===== src/rtl/pc_ctrl_unit.sv =====
// ---------------------------------------------------------------------------
// pc_ctrl_unit -- program counter block for the multicycle MIPS core.
//
// Owns the PC register and selects the next PC from: sequential, branch,
// j, jr, jal, eret, or the exception vector. It also latches the jal return
// address and the exception PC, and counts retired instructions.
//
// Handshake: pc_wr is a single-cycle commit strobe from the controller.
//   Every rising edge with pc_wr=1 retires one instruction: the PC, EPC and
//   link registers and the counter update at that edge. With pc_wr=0 nothing
//   changes. An exception is taken only on a pc_wr edge while exc_req is
//   high. exc_ack is then high for exactly the following cycle. The source
//   must drop exc_req on exc_ack, or the exception is taken again on the
//   next pc_wr.
//
// Optional feature (macro PC_ALIGN_TRAP_EN): a jr or eret target with
//   bits [1:0] != 0 raises an alignment exception. The extra output
//   align_err pulses together with exc_ack.
//
// Ports:
//   clk, rst    rising-edge clock, asynchronous active-high reset
//   pc_wr       commit the next PC at this edge
//   npc_sel     0 seq, 1 branch, 2 j, 3 jr, 4 jal, 5 eret, 6-7 seq
//   br_cond     0 beq, 1 bne, 2 blez, 3 bgtz, 4 bltz, 5 bgez,
//               6-7 never taken
//   zero, neg   ALU flags used for the branch condition
//   imm26       instruction immediate; [15:0] is the branch offset
//   reg_in      rs value used as the jr target
//   exc_req     level exception request
//   pc          current instruction address
//   pc_add4     pc + 4 (combinational)
//   link_addr   return address from the last jal
//   epc         exception PC
//   exc_ack     one-cycle pulse after an exception is taken
//   br_taken    branch condition true while npc_sel selects branch
//   instret     retired-instruction counter (wraps)
//   align_err   (PC_ALIGN_TRAP_EN only) misaligned jr/eret trap pulse
// ---------------------------------------------------------------------------
module pc_ctrl_unit #(
  parameter int unsigned          ADDR_W     = 32,
  parameter logic [ADDR_W-1:0]    RESET_PC   = 32'h0000_3000,
  parameter logic [ADDR_W-1:0]    EXC_VECTOR = 32'h0000_4180,
  parameter int unsigned          CNT_W      = 32
) (
  input  logic              clk,
  input  logic              rst,
  input  logic              pc_wr,
  input  logic [2:0]        npc_sel,
  input  logic [2:0]        br_cond,
  input  logic              zero,
  input  logic              neg,
  input  logic [25:0]       imm26,
  input  logic [ADDR_W-1:0] reg_in,
  input  logic              exc_req,
  output logic [ADDR_W-1:0] pc,
  output logic [ADDR_W-1:0] pc_add4,
  output logic [ADDR_W-1:0] link_addr,
  output logic [ADDR_W-1:0] epc,
  output logic              exc_ack,
  output logic              br_taken,
  output logic [CNT_W-1:0]  instret
`ifdef PC_ALIGN_TRAP_EN
  ,
  output logic              align_err
`endif
);

  localparam logic [2:0] SEL_SEQ  = 3'd0;
  localparam logic [2:0] SEL_BR   = 3'd1;
  localparam logic [2:0] SEL_J    = 3'd2;
  localparam logic [2:0] SEL_JR   = 3'd3;
  localparam logic [2:0] SEL_JAL  = 3'd4;
  localparam logic [2:0] SEL_ERET = 3'd5;

  // The jump target replaces the low 28 bits of pc+4.
  localparam logic [ADDR_W-1:0] LOW28_MASK = ADDR_W'(28'hFFF_FFFF);

  logic              cond_true;
  logic [ADDR_W-1:0] br_offset;
  logic [ADDR_W-1:0] j_target;
  logic [ADDR_W-1:0] npc;
  logic              take_exc;
  logic [ADDR_W-1:0] exc_epc;
  logic              take_align;

  assign pc_add4 = pc + ADDR_W'(4);

  always_comb begin
    cond_true = 1'b0;
    case (br_cond)
      3'd0:    cond_true = zero;
      3'd1:    cond_true = !zero;
      3'd2:    cond_true = neg | zero;
      3'd3:    cond_true = !neg & !zero;
      3'd4:    cond_true = neg;
      3'd5:    cond_true = !neg;
      default: cond_true = 1'b0;
    endcase
  end

  assign br_taken = (npc_sel == SEL_BR) && cond_true;

  // Sign-extended word offset taken from imm26[15:0].
  assign br_offset = {{(ADDR_W-18){imm26[15]}}, imm26[15:0], 2'b00};
  assign j_target  = (pc_add4 & ~LOW28_MASK) | ADDR_W'({imm26, 2'b00});

  always_comb begin
    npc = pc_add4;
    case (npc_sel)
      SEL_BR:          npc = br_taken ? (pc_add4 + br_offset) : pc_add4;
      SEL_J, SEL_JAL:  npc = j_target;
      SEL_JR:          npc = reg_in;
      SEL_ERET:        npc = epc;
      default:         npc = pc_add4;
    endcase
  end

  // Exception arbitration. An external request beats an alignment fault,
  // and in that case epc records the current pc.
  always_comb begin
    take_align = 1'b0;
`ifdef PC_ALIGN_TRAP_EN
    take_align = !exc_req &&
                 (((npc_sel == SEL_JR)   && (reg_in[1:0] != 2'b00)) ||
                  ((npc_sel == SEL_ERET) && (epc[1:0]    != 2'b00)));
`endif
    take_exc = exc_req || take_align;
    exc_epc  = take_align ? npc : pc;
  end

  always_ff @(posedge clk or posedge rst) begin
    if (rst) begin
      pc        <= RESET_PC;
      link_addr <= '0;
      epc       <= '0;
      exc_ack   <= 1'b0;
      instret   <= '0;
    end else if (pc_wr) begin
      instret <= instret + CNT_W'(1);
      exc_ack <= take_exc;
      if (take_exc) begin
        pc  <= EXC_VECTOR;
        epc <= exc_epc;
      end else begin
        pc <= npc;
        if (npc_sel == SEL_JAL) link_addr <= pc_add4;
      end
    end else begin
      exc_ack <= 1'b0;
    end
  end

`ifdef PC_ALIGN_TRAP_EN
  always_ff @(posedge clk or posedge rst) begin
    if (rst)        align_err <= 1'b0;
    else if (pc_wr) align_err <= take_align;
    else            align_err <= 1'b0;
  end
`else
  // Only read when the alignment trap is compiled in.
  logic unused_align;
  assign unused_align = take_align;
`endif

endmodule


===== config.mk =====
export PLATFORM = sky130hd
export DESIGN_NAME = pc_ctrl_unit
export DESIGN_NICKNAME = d
export VERILOG_FILES = /design/src/rtl/pc_ctrl_unit.sv
export SDC_FILE = /design/constraint.sdc
export NUM_CORES = 1
export LEC_CHECK = 0
export CORE_UTILIZATION = 53
export DETAILED_ROUTE_END_ITERATION = 10
export PLACE_DENSITY = 0.87
export SKIP_CTS_REPAIR_TIMING = 1
export SYNTH_ARGS = -nofsm -noshare
export SYNTH_HDL_FRONTEND = slang
export SYNTH_SLANG_ARGS = --single-unit

===== constraint.sdc =====
create_clock -name clk -period 7.4 [get_ports clk]
set_input_delay 0.74 -clock clk [delete_from_list [all_inputs] [get_ports clk]]
set_output_delay 0.74 -clock clk [all_outputs]
set_load 0.02 [all_outputs]

* Word level (Yosys, flattened, before mapping)
Index checks and enable logic that the tools add are counted.
Cells by class: muxes and demuxes 5, equality and inequality tests 10, bitwise operators 4, add/subtract/negate cells 3, reduce and logical (&&, ||, !) cells 7
Operators by type and width (count):
- $pmux W32 S4 | 1
- $mux W32 | 2
- $add A32 B1 Y32 const B | 1
- $add A32 B3 Y32 const B | 1
- $add A32 B32 Y32 | 1
- $or A32 B28 Y32 | 1
- $eq A3 B2 Y1 const B | 4
- $eq A3 B3 Y1 const B | 4
- $eq A3 B1 Y1 const B | 2
- $pmux W1 S6 | 1
- $logic_not A3 Y1 | 1
- $reduce_and A3 Y1 | 1
- $logic_not A1 Y1 | 2
- $reduce_and A2 Y1 | 1
- $reduce_or A2 Y1 | 1
- $and A1 B1 Y1 | 1
- $logic_and A1 B1 Y1 | 1
- $mux W1 | 1
- $not A1 Y1 | 1
- $or A1 B1 Y1 | 1
Word-level totals: bits in registers 129, output and inout port bits 162, bits of input ports 70

* Longest topological paths before layout
depth in word-level cells 7, depth in mapped cells 19

* Worst setup path before layout
Ideal clock, no wire load.
path type reg-to-reg, start point register pc[4], end point register pc[27], required time 7253 ps, arrival 3605 ps, clock period less this slack 3752 ps, stages on the path, launching flop included 18, slack 3648 ps, cells stage by stage dfrtp_1 -> buf_2 -> and3_1 -> and2_1 -> nand2b_4 -> buf_6 -> nor2_1 -> xor2_1 -> ha_1 -> a21o_1 -> a21o_1 -> a21oi_1 -> o2bb2ai_1 -> a31oi_1 -> nand3b_1 -> xor2_1 -> a221oi_1 -> a221oi_1
On the way: cells in the longest elaborated chain, start to end 5
RTL lines:
- start: declaration | line 55 | output logic [ADDR_W-1:0] pc,
- start signal: assignment | line 145 | pc <= npc;
- $add A32 B3 Y32 | line 86 | assign pc_add4 = pc + ADDR_W'(4);
- named net pc_add4[16] | line 56 | output logic [ADDR_W-1:0] pc_add4,
- $add A32 B32 Y32 | line 110 | SEL_BR: npc = br_taken ? (pc_add4 + br_offset) : pc_add4;
- $mux W32 | line 110
- $pmux W32 S4 | line 109 | case (npc_sel)
- $mux W32 | line 141 | if (take_exc) begin
The timed path passes the listed nets, and every way through them passes these cells. A chain may end at the register's enable or synchronous reset.

* Worst setup path in the final report
start point input port npc_sel[2], end point output port br_taken
On the way: cells in the longest elaborated chain, start to end 2
RTL lines:
- start: declaration | line 48 | input logic [2:0] npc_sel,
- $eq A3 B1 Y1 | line 101 | assign br_taken = (npc_sel == SEL_BR) && cond_true;
- $logic_and A1 B1 Y1 | line 101
- end: declaration | line 60 | output logic br_taken,
Every way passes these cells.

==> run_results.csv <==
group,metric,value,unit
sta,fin_crit_sh,60.5,%
pwr,power,2.77,mW
yosys,synthFlopType,"dfrtp_1",
critical_path,arrival,3.74,ns
floorplanning,pin_count,232,
sta,fmax,223,MHz
floorplanning,die-area,0.0165,sq mm
clocking,clk_pin_slew_worst_paths,0.06,ns
floorplanning,die_height,128,um
flow_run,max-cap-violations,0,
drt,drt-pass1-iter-count,5,
drt,wl_met2,13200,um
clocking,htreeDepth,4,
clocking,cts_buffers,17,
sta,worst_slew_pin_slew,1.05,ns
clocking,clk_latency,0.43,ns
sta,hold_viol_final,0,
critical_path,crit_chain,"clkdlybuf4s50_1 > nor2_1 > nand3_2 > inv_1 > clkdlybuf4s50_1",
yosys,synthArstFlopShare,100,%
critical_path,critPathMostFrequentCell,"clkdlybuf4s50_1",
worst_hold_path,min_path_type,"reg -> reg",
critical_path,worst_path_max_delay_cell,"nor2_1",
yosys,ys_ff_latch,129,
critical_path,worst-setup-path-type,"in -> out",
sta,whs,0.474,ns
grt,grt_usage,34.8,%
pwr,powerDensity,240,mW/mm^2
critical_path,reg2reg_slack,3.38,ns
sta,setup_tns,0,ns
drt,drtAntennaViolNets,0,
critical_path,max_stage_delay,0.96,ns
critical_path,cp.required,6.66,ns
final_layout,syn_to_final_growth,36.6,%
clocking,cts_root_buffer,"clkbuf_16",
drt,wl_met1,10800,um
drt,wl_per_cell,20.7,um
placement,placed_area,0.0109,sq mm
pwr,vdd_drop_max,0.199,mV
yosys,synth_area_per_cell,9.37,sq um
drt,wirelength,27800,um
yosys,syn-instance-count,903,
critical_path,cp_max_fo,22,
pwr,p_leak,4.95,nW
yosys,synth_top_area_share,37.6,%
sta,fin_crit,4.48,ns
critical_path,cp-start-kind,"input pin",
yosys,syn_area,0.00846,sq mm
drt,routed.top_layer,"met4",
status,status,"finished, final reports clean",
sta,skew,0.00907,ns
placement,hpwl,19200,um
grt,grt_max_degree,69,
grt,grt_overflow,0,
critical_path,crit_family,"buffers and inverters",
sta,slew_headroom,29.6,%
drt,wl_met3,2770,um
yosys,ys_types,79,
clocking,cts_sinks,129,
grt,grt_pass1_vias,8418,
placement,place.gp.congestion,0.967,
yosys,mappedNetlistNets,1012,
floorplanning,start_util,55.0,%
floorplanning,core_area,0.0154,sq mm
drt,drtIter0Drc,764,
sta,setup_viol,0,
sta,rsz0062_at_grt,"false",
drt,route.vias.total,8335,
yosys,yosys_warnings,0,
yosys,ys_seq_area_share,38.2,%
drt,drc,0,
final_layout,fin_area,0.0116,sq mm
yosys,netlist_top_cells_area,"dfrtp_1 38%, mux2_2 6.9%, a21oi_1 5.9%, xnor2_1 5.9%, ha_1 5.6%",
floorplanning,num_rows,45,
floorplanning,die_w,128,um
grt,antenna_found_initial,0,
yosys,synth_top_area_cell,"dfrtp_1",
sta,slew_violations,0,
drt,via_per_inst,6.21,
final_layout,antenna_cells,0,
final_layout,final_nets,1227,
clocking,tritoncts,"yes",
yosys,synth_edf_count,0,
final_layout,drive_above_1_share,11.1,%
placement,port_buffers,231,
clocking,cts_buffer_depth,2,
grt,grt_pass1_wl,44000,um
critical_path,worst_setup_path_end_kind,"output port",
critical_path,path_buf_inv,3,
## synth_stat cells (9+ instances only)
cell type	number
a21o_1	11
a21oi_1	100
a221oi_1	17
and3_1	9
clkbuf_1	29
dfrtp_1	127
ha_1	38
inv_1	32
mux2_2	52
nand2_1	60
nand3_1	34
nand4_1	14
nor2_1	71
nor2b_1	17
o21ai_0	36
o22ai_1	20
o2bb2ai_1	13
xnor2_1	57
xor2_1	26
## layout by cell type (no fill, tap or decap), types with 8 or more instances in the layout
master and n:
o2bb2ai_1 13, o21ai_0 36, a21o_1 11, nand3_1 34, inv_1 31, a22o_1 8
dfrtp_1 127, a21oi_1 100, nor2b_1 17, and3_1 9, clkbuf_16 17, nand2_1 59
ha_1 38, xor2_1 26, clkdlybuf4s50_1 230, nor2_1 71, xnor2_1 57, nand4_1 14
a221oi_1 17, mux2_2 52, o22ai_1 20
## worst reg2reg max path: stages, from the launching register on
cell	delay [ns]
dfrtp_1	0.47
ha_1	0.27
and2_1	0.31
nand4_1	0.17
xnor2_1	0.40
ha_1	0.37
and3_1	0.20
a31oi_1	0.24
nand3_1	0.19
o211ai_2	0.24
o21ai_2	0.12
a31oi_1	0.31
o21ai_0	0.17
xnor2_1	0.24
o221ai_1	0.15
## cell families (layout without fill, tap and decap cells)
logic type | after synthesis | in the layout | share of synthesized area, %
simple gates | 243 | 243 | 14.5
mux | 55 | 55 | 7.28
fa+ha+maj | 39 | 39 | 5.86
flops | 129 | 129 | 38.2
buf+inv | 76 | 304 | 3.67
xor+xnor | 85 | 85 | 8.98
compound gates | 276 | 276 | 21.5
## per-layer routing
| layer | GRT usage (%) | vias up |
|---|---|---|
| li1 | - | 3743 |
| met1 | 42.3 | 4005 |
| met2 | 57.0 | 499 |
| met3 | 9.97 | 88 |
| met4 | 16.3 | 0 |
| met5 | 0 | - |
## layout make-up
cell class / count / area, sq um
multi-input combinational: 698 / 4920
inverter: 34 / 130
timing repair buffer: 238 / 2360
tap: 211 / 264
fill: 1088 / 3820
clock buffer: 21 / 470
sequential: 129 / 3230
clock inverter: 11 / 176
## state kept, by name, summed over array words and instances, names as in the netlist
| signal | cells |
|---|---|
| exc_ack | 1 |
| instret | 32 |
| pc | 32 |
| link_addr | 32 |
| epc | 32 |
## power by group
group          internal, mW  switching [mW]
combinational         0.431           0.502
sequential            0.804           0.111
clock                 0.593           0.332
## stage by stage
| stage | util (%) | std cells | setup WS [ns] |
|---|---|---|---|
| floorplan | - | 903 | 3.22 |
| global placement | 71.0 | 1310 | 3.21 |
| detailed placement | 71.0 | 1310 | 3.08 |
| CTS | 75.2 | 1342 | 3.05 |
| global route | 75.2 | 1342 | 2.83 |
| finish | 75.2 | 1342 | 2.92 |
## worst paths after layout
check | startpoint | to | cells after the start
min in group asynchronous | rst | instret[31]$_DFFE_PP0P_ | 2
setup / recovery | npc_sel[2] | br_taken | 5
max in group asynchronous | rst | pc[7]$_DFFE_PP0P_ | 3
hold reg to reg | instret[31]$_DFFE_PP0P_ | instret[31]$_DFFE_PP0P_ | 1
setup reg to reg | pc[3]$_DFFE_PP0P_ | pc[25]$_DFFE_PP0P_ | 14
hold / removal | instret[31]$_DFFE_PP0P_ | instret[31]$_DFFE_PP0P_ | 1
Power figures use the tool's default switching activity.
